[src/rtl/prog_load_ctrl.sv]
// Program-load sequencer: streams words into instruction memory, pulses the PC
// reset, then runs the CPU free-running or one debounced step at a time.
module prog_load_ctrl #(
    parameter int ADDR_W  = 8,
    parameter int DATA_W  = 16,
    parameter int DEB_CYC = 16
) (
    input  logic              clk,
    input  logic              rst_n,
    input  logic              load_req,
    input  logic [ADDR_W-1:0] load_len,
    input  logic [DATA_W-1:0] word_in,
    input  logic              word_valid,
    output logic              word_ready,
    output logic [ADDR_W-1:0] imem_addr,
    output logic [DATA_W-1:0] imem_data,
    output logic              imem_we,
    output logic              pc_rst,
    output logic              cpu_run,
    input  logic              step_mode,
    input  logic              step_btn,
    input  logic              halt_req,
    output logic              busy,
    output logic              err
);

    localparam int CW = (DEB_CYC > 2) ? $clog2(DEB_CYC) : 1;

    typedef enum logic [1:0] {IDLE, LOAD, FLUSH, RUN} state_t;

    state_t            state;
    logic [ADDR_W-1:0] len;
    logic [ADDR_W-1:0] cnt;
    logic              accept;

    logic              btn_s1, btn_s2;
    logic              deb_level;
    logic [CW-1:0]     deb_cnt;
    logic              step_evt;

    // A pending halt closes the handshake so a halted load never accepts a word.
    assign word_ready = (state == LOAD) && !halt_req;
    assign accept     = word_ready && word_valid;
    assign busy       = (state != IDLE);

    // Synchronise the button, then only change the debounced level after the
    // synchronised value has disagreed with it for DEB_CYC consecutive cycles.
    always_ff @(posedge clk or negedge rst_n) begin
        if (!rst_n) begin
            btn_s1    <= 1'b0;
            btn_s2    <= 1'b0;
            deb_level <= 1'b0;
            deb_cnt   <= '0;
            step_evt  <= 1'b0;
        end else begin
            btn_s1   <= step_btn;
            btn_s2   <= btn_s1;
            step_evt <= 1'b0;
            if (btn_s2 == deb_level) begin
                deb_cnt <= '0;
            end else if (deb_cnt == CW'(DEB_CYC - 1)) begin
                deb_level <= btn_s2;
                deb_cnt   <= '0;
                step_evt  <= btn_s2;
            end else begin
                deb_cnt <= deb_cnt + CW'(1);
            end
        end
    end

    always_ff @(posedge clk or negedge rst_n) begin
        if (!rst_n) begin
            state     <= IDLE;
            len       <= '0;
            cnt       <= '0;
            imem_addr <= '0;
            imem_data <= '0;
            imem_we   <= 1'b0;
            pc_rst    <= 1'b0;
            cpu_run   <= 1'b0;
            err       <= 1'b0;
        end else begin
            imem_we <= 1'b0;
            pc_rst  <= 1'b0;
            cpu_run <= 1'b0;
            err     <= 1'b0;
            case (state)
                IDLE: begin
                    if (load_req) begin
                        if (load_len == '0) begin
                            err <= 1'b1;
                        end else begin
                            len   <= load_len;
                            cnt   <= '0;
                            state <= LOAD;
                        end
                    end
                end
                LOAD: begin
                    if (halt_req) begin
                        state <= IDLE;
                    end else if (accept) begin
                        imem_we   <= 1'b1;
                        imem_addr <= cnt;
                        imem_data <= word_in;
                        cnt       <= cnt + ADDR_W'(1);
                        // The last write and the PC reset land together in FLUSH.
                        if (cnt == len - ADDR_W'(1)) begin
                            state  <= FLUSH;
                            pc_rst <= 1'b1;
                        end
                    end
                end
                FLUSH: begin
                    if (halt_req) begin
                        state <= IDLE;
                    end else begin
                        state   <= RUN;
                        cpu_run <= step_mode ? step_evt : 1'b1;
                    end
                end
                RUN: begin
                    if (halt_req) begin
                        state <= IDLE;
                    end else begin
                        cpu_run <= step_mode ? step_evt : 1'b1;
                    end
                end
                default: state <= IDLE;
            endcase
        end
    end

endmodule

[config.mk]
export PLATFORM = sky130hd
export DESIGN_NAME = prog_load_ctrl
export DESIGN_NICKNAME = d
export VERILOG_FILES = /design/src/rtl/prog_load_ctrl.sv
export SDC_FILE = /design/constraint.sdc
export NUM_CORES = 1
export LEC_CHECK = 0
export CAP_MARGIN = 20
export CORE_UTILIZATION = 44
export CTS_BUF_LIST = sky130_fd_sc_hd__clkbuf_4 sky130_fd_sc_hd__clkbuf_8 sky130_fd_sc_hd__clkbuf_16
export CTS_CLUSTER_SIZE = 28
export DETAILED_ROUTE_END_ITERATION = 8
export MAX_ROUTING_LAYER = met4
export PLACE_DENSITY = 0.76
export SYNTH_ARGS = -nofsm -noshare
export SYNTH_HDL_FRONTEND = slang
export SYNTH_SLANG_ARGS = --single-unit
[constraint.sdc]
create_clock -name clk -period 2.04 [get_ports clk]
set_clock_uncertainty 0.2 [all_clocks]
set_input_delay 0.306 -clock clk [delete_from_list [all_inputs] [get_ports clk]]
set_output_delay 0.306 -clock clk [all_outputs]
set_load 0.02 [all_outputs]
# Word-level counts from Yosys, hierarchy flattened
# Cells that the tools add are included.
# classes
add_sub_neg,3
div,0
mux,30
magnitude_cmp,0
n_reduce_logical,13
multipliers,0
n_shift,0
bitwise,3
eq_ne,13
# ops
operator,n
8-bit 2-to-1 mux,4
8-bit one-hot mux with 2 select lines,1
1-bit 2-to-1 mux,15
2-bit 2-to-1 mux,7
"2-bit != test, second input constant",5
5-bit AND reduction,2
"8-bit by 1-bit adder with 8-bit output, second input constant",1
8-bit equality test,1
8-bit logical NOT,1
4-bit 2-to-1 mux,2
2-bit one-hot mux with 4 select lines,1
"8-bit by 1-bit subtractor with 8-bit output, second input constant",1
3-bit AND reduction,2
"4-bit by 1-bit adder with 4-bit output, second input constant",1
"2-bit equality test, second input constant",2
"4-bit equality test, second input constant",1
2-bit nonzero test,2
"3-bit by 2-bit != test with 1-bit output, second input constant",1
"3-bit != test, second input constant",1
1-bit inverter,3
"2-bit by 1-bit equality test with 1-bit output, second input constant",1
1-bit logical AND,2
2-bit logical NOT,1
2-bit AND reduction,1
other kinds (3),3
# word_totals
out_inout_bits,30
romBits,0
memories,0
mem_bits_rw,0
input_bits,31
register_bits,54
wordCells,76
latchBits,0

# Longest topological paths before layout
# depth
word_depth,6
ltp_mapped,8
ltp_nobuf,8

# Worst setup path after synthesis
# OpenSTA, ideal clock, no wires.
# synth_path
path_type,reg2reg
startpoint,reg len[0]
endpoint,reg state[0]
required_ns,1.714
t_arrival_ns,1.701
path_stages_with_launch,8
path_buffers,0
slack_ns,0.013
synth_period_minus_slack_ns,2.027
setup_ns,0.126
path_cell_list,dfrtp_1 inv_1 ha_1 nor3b_1 xnor2_1 o2111a_1 o211ai_2 a311o_1
# synth_via
elab_chain_cells,4
# synth_rtl
element,line_no,text
"start, declared",32,logic [ADDR_W-1:0] len;
"start signal, assigned",93,len <= load_len;
8-bit by 1-bit subtractor with 8-bit output,108,if (cnt == len - ADDR_W'(1)) begin
8-bit equality test,108,
3-bit by 2-bit != test with 1-bit output (no source line),-,
5-bit AND reduction (no source line),-,
"end signal, assigned",109,state <= FLUSH;
"end signal, assigned",116,state <= IDLE;
"end signal, assigned",118,state <= RUN;
"end, declared",31,state_t state;
# No other way between the ends.
# A chain may end at the register's enable or synchronous reset.

# Final worst setup path
# layout_path
startpoint,reg len[1]
endpoint,reg state[0]
# The elaborated chain is that of the path after synthesis.

==> metrics <==
outcome finished, final reports clean; number of flip-flops and latches in the synthesized netlist 54; nature of the critical path startpoint register; Gate Count Post-Synth 237; CTS H-tree depth 2; proportion of power drawn by the clock network 27.2%; number of placement rows 26; arrival time at the worst endpoint 1940 ps; slew at the pin closest to its max-slew limit 491 ps; Inserted Clock Buffers 5; Syn Nets 271; internal power consumption 2.18 mW; share of synthesized area occupied by flip-flops and latches 56.7%; CTS tree done; number of diodes 0; share of post-route cells with drive strength above 1 17.9%; filler cell count in the final layout 428; GRT overflow 0; type of destination of the critical path register; CTS clk-pin slew, worst paths 100 ps; starting density of the core 46.1%; ports placed on the boundary 61; wire length per cell after detailed routing 12.5 um; maximum number of pins on one net before global-route repair 34; power share of the combinational group 28.9%; via count 1907; final hold violation count 0; DRC marker count from the first detailed-route iteration 108; total power per unit cell area 914 mW/mm^2; fraction of power spent switching nets 29.4%; Final Setup Violations 0; total design power 3.09 mW; Synth Cell Area 0.00238 mm^2; fmax 0.512 GHz; ratio of routed vias to standard cells 4.91; category of the most critical setup path register to register; total DRC errors in the routed layout 0; HPWL Detailed 3470 um; floorplan die width 75.6 um; cell area after placement 0.00319 mm^2; DIE AREA 0.00572 mm^2; Post-layout nets 351; number of warnings reported in the yosys synthesis log 0; Worst Setup Slack post-DPL -84.7 ps; Reg power frac 43.9%; length of the first detailed-routing pass in iterations 4; source-to-sink clock delay at the later pin of the worst-skew pair 300 ps; Required @ worst endpoint 2030 ps; placed cell count 379; root buffer cell sky130_fd_sc_hd__clkbuf_8; final cell count without fillers 388; relative max-transition margin 67.3%; core region area 0.00517 mm^2; Final GP Congestion 0.859; Total Negative Setup Slacks 0 ps; total wire length 4850 um; post-synth cell types 41; Max Cap Violations 0; number of global-route vias before repair 1816; Tmin final 1950 ps; worst hold path class register to register; count of port buffers added during placement 60; hold slack 156 ps; overall global routing resource usage 19.8%; sink count of the clock tree 54; utilization after layout 65.4%; most frequent cells in the layout sky130_fd_sc_hd__nand2_1, sky130_fd_sc_hd__clkdlybuf4s50_1, sky130_fd_sc_hd__dfrtp_1; global-route wire length before repair 8230 um; net load switching power 909 uW; final design instance area without fill 0.00338 mm^2; Tcrit/Tclk final 95.7%; Peak VDD IR 0.530 mV; DRT antenna net count 0; die height 75.6 um; Longest Clk Path Bufs 2; max-slew violations 0; Setup WS post-layout 87.9 ps; most common cell after layout, fill and taps aside sky130_fd_sc_hd__nand2_1; leakage power total 1.60 nW; post-synthesis area per instance 10.1 um^2; antenna violations before repair 0; unrepaired setup endpoints after global routing false; critical path fanouts, max 4; layout-stage area growth over the synthesis result 41.8%
==> area by class of cell <==
| type | count | area [um^2] | share of cell area [%] |
|---|---|---|---|
| Sequential cell | 54 | 1350 | 40.0 |
| Multi-Input combinational cell | 169 | 1010 | 30.0 |
| Timing Repair Buffer | 81 | 766 | 22.6 |
| Tap cell | 70 | 87.6 | 2.59 |
| Clock buffer | 5 | 68.8 | 2.04 |
| Clock inverter | 3 | 68.8 | 2.04 |
| Inverter | 6 | 22.5 | 0.666 |
==> Yosys cell counts <==
cell / instances / share of area (%)
sky130_fd_sc_hd__a21oi_1: 4 / 0.84
sky130_fd_sc_hd__inv_2: 1 / 0.16
sky130_fd_sc_hd__o2111a_1: 1 / 0.47
sky130_fd_sc_hd__o21ai_0: 8 / 1.7
sky130_fd_sc_hd__mux2_2: 7 / 3.3
sky130_fd_sc_hd__xor2_1: 7 / 2.6
sky130_fd_sc_hd__and4b_1: 1 / 0.42
sky130_fd_sc_hd__nor2_1: 12 / 1.9
sky130_fd_sc_hd__inv_1: 5 / 0.79
sky130_fd_sc_hd__nor2b_1: 1 / 0.26
sky130_fd_sc_hd__nand4_1: 3 / 0.79
sky130_fd_sc_hd__or2b_1: 2 / 0.63
sky130_fd_sc_hd__nor3_1: 4 / 0.84
sky130_fd_sc_hd__nand3_1: 2 / 0.42
sky130_fd_sc_hd__a41o_1: 1 / 0.42
sky130_fd_sc_hd__and4_2: 1 / 0.42
sky130_fd_sc_hd__ha_1: 3 / 1.6
sky130_fd_sc_hd__buf_2: 4 / 0.84
sky130_fd_sc_hd__and2b_2: 1 / 0.37
sky130_fd_sc_hd__nand2_1: 81 / 13
sky130_fd_sc_hd__o31ai_2: 1 / 0.52
sky130_fd_sc_hd__nor2_2: 1 / 0.26
sky130_fd_sc_hd__nor3b_1: 3 / 0.94
sky130_fd_sc_hd__o211ai_2: 1 / 0.52
sky130_fd_sc_hd__nor4_1: 2 / 0.52
sky130_fd_sc_hd__clkbuf_2: 1 / 0.21
sky130_fd_sc_hd__buf_4: 1 / 0.31
sky130_fd_sc_hd__nor4_2: 1 / 0.52
sky130_fd_sc_hd__nand2b_1: 1 / 0.26
sky130_fd_sc_hd__nand4b_1: 1 / 0.37
sky130_fd_sc_hd__nor3b_2: 1 / 0.52
sky130_fd_sc_hd__clkbuf_1: 2 / 0.31
sky130_fd_sc_hd__a21boi_2: 1 / 0.47
sky130_fd_sc_hd__a311o_1: 1 / 0.42
sky130_fd_sc_hd__and3_1: 2 / 0.52
sky130_fd_sc_hd__nand2_2: 1 / 0.26
sky130_fd_sc_hd__xnor2_2: 1 / 0.68
sky130_fd_sc_hd__xnor2_1: 10 / 3.7
sky130_fd_sc_hd__dfrtp_1: 54 / 57
sky130_fd_sc_hd__and3_2: 1 / 0.31
sky130_fd_sc_hd__or2_2: 1 / 0.26
==> critical path, stage by stage, from the launching register on <==
cell                       delay, ps
sky130_fd_sc_hd__dfrtp_1         410
sky130_fd_sc_hd__inv_2            80
sky130_fd_sc_hd__ha_4            180
sky130_fd_sc_hd__nor3b_2         190
sky130_fd_sc_hd__xnor2_1         140
sky130_fd_sc_hd__o2111a_1        210
sky130_fd_sc_hd__o211ai_2        110
sky130_fd_sc_hd__a311o_1         330
==> path summary, 6_finish.rpt <==
check                      startpoint           end  slack, ps  cells after the start
max                            len[1]      state[0]         90                      7
min                            btn_s1        btn_s2        160                      0
max reg2reg                    len[1]      state[0]         90                      7
min reg2reg                    btn_s1        btn_s2        160                      0
max in group asynchronous       rst_n        len[2]        800                      3
min in group asynchronous       rst_n  imem_addr[6]        300                      2
==> kinds of logic (layout without fill, tap and decap cells) <==
kind of cell	after synthesis	after routing	synth area share, %
AO/OA/AOI/OAI	18	18	5.35
XOR/XNOR	18	18	6.93
adder cells (fa/ha/maj)	3	3	1.57
buffers and inverters	14	95	2.62
flip-flops	54	54	56.7
multiplexers	7	7	3.31
AND/OR/NAND/NOR	123	123	23.6
==> sequential cells by signal (all words and copies together), names as in the netlist <==
signal and cells:
imem_data 16, cnt 8, imem_addr 8, len 8, deb_cnt 4, state 2
btn_s1 1, btn_s2 1, cpu_run 1, deb_level 1, err 1, imem_we 1
pc_rst 1, step_evt 1
==> power groups by stage <==
stage               clock network (mW)  logic, mW  registers [mW]
finish                           0.840      0.893            1.36
global route                     0.909      0.972            1.38
CTS                              0.856      0.874            1.35
detailed placement                   0      0.859            1.37
global placement                     0      0.841            1.36
floorplan                            0      0.324            1.48
==> what timing repair did <==
item / CTS / global route
cloned: 0 / 0
setup endpoints to repair: 3 / 3
hold buffers: 1 / 0
pin swaps: 0 / 4
endpoints found under the hold margin: 21 / 0
resized for setup: 5 / 7
buffers inserted: 0 / 1
==> per-layer routing <==
layer | track usage (%) | routed length [um]
met5 | - | 0
met4 | 4.32 | 27
met3 | 4.63 | 220
met2 | 31.5 | 2430
met1 | 25.9 | 2180
(Power assumes the default switching activity.)
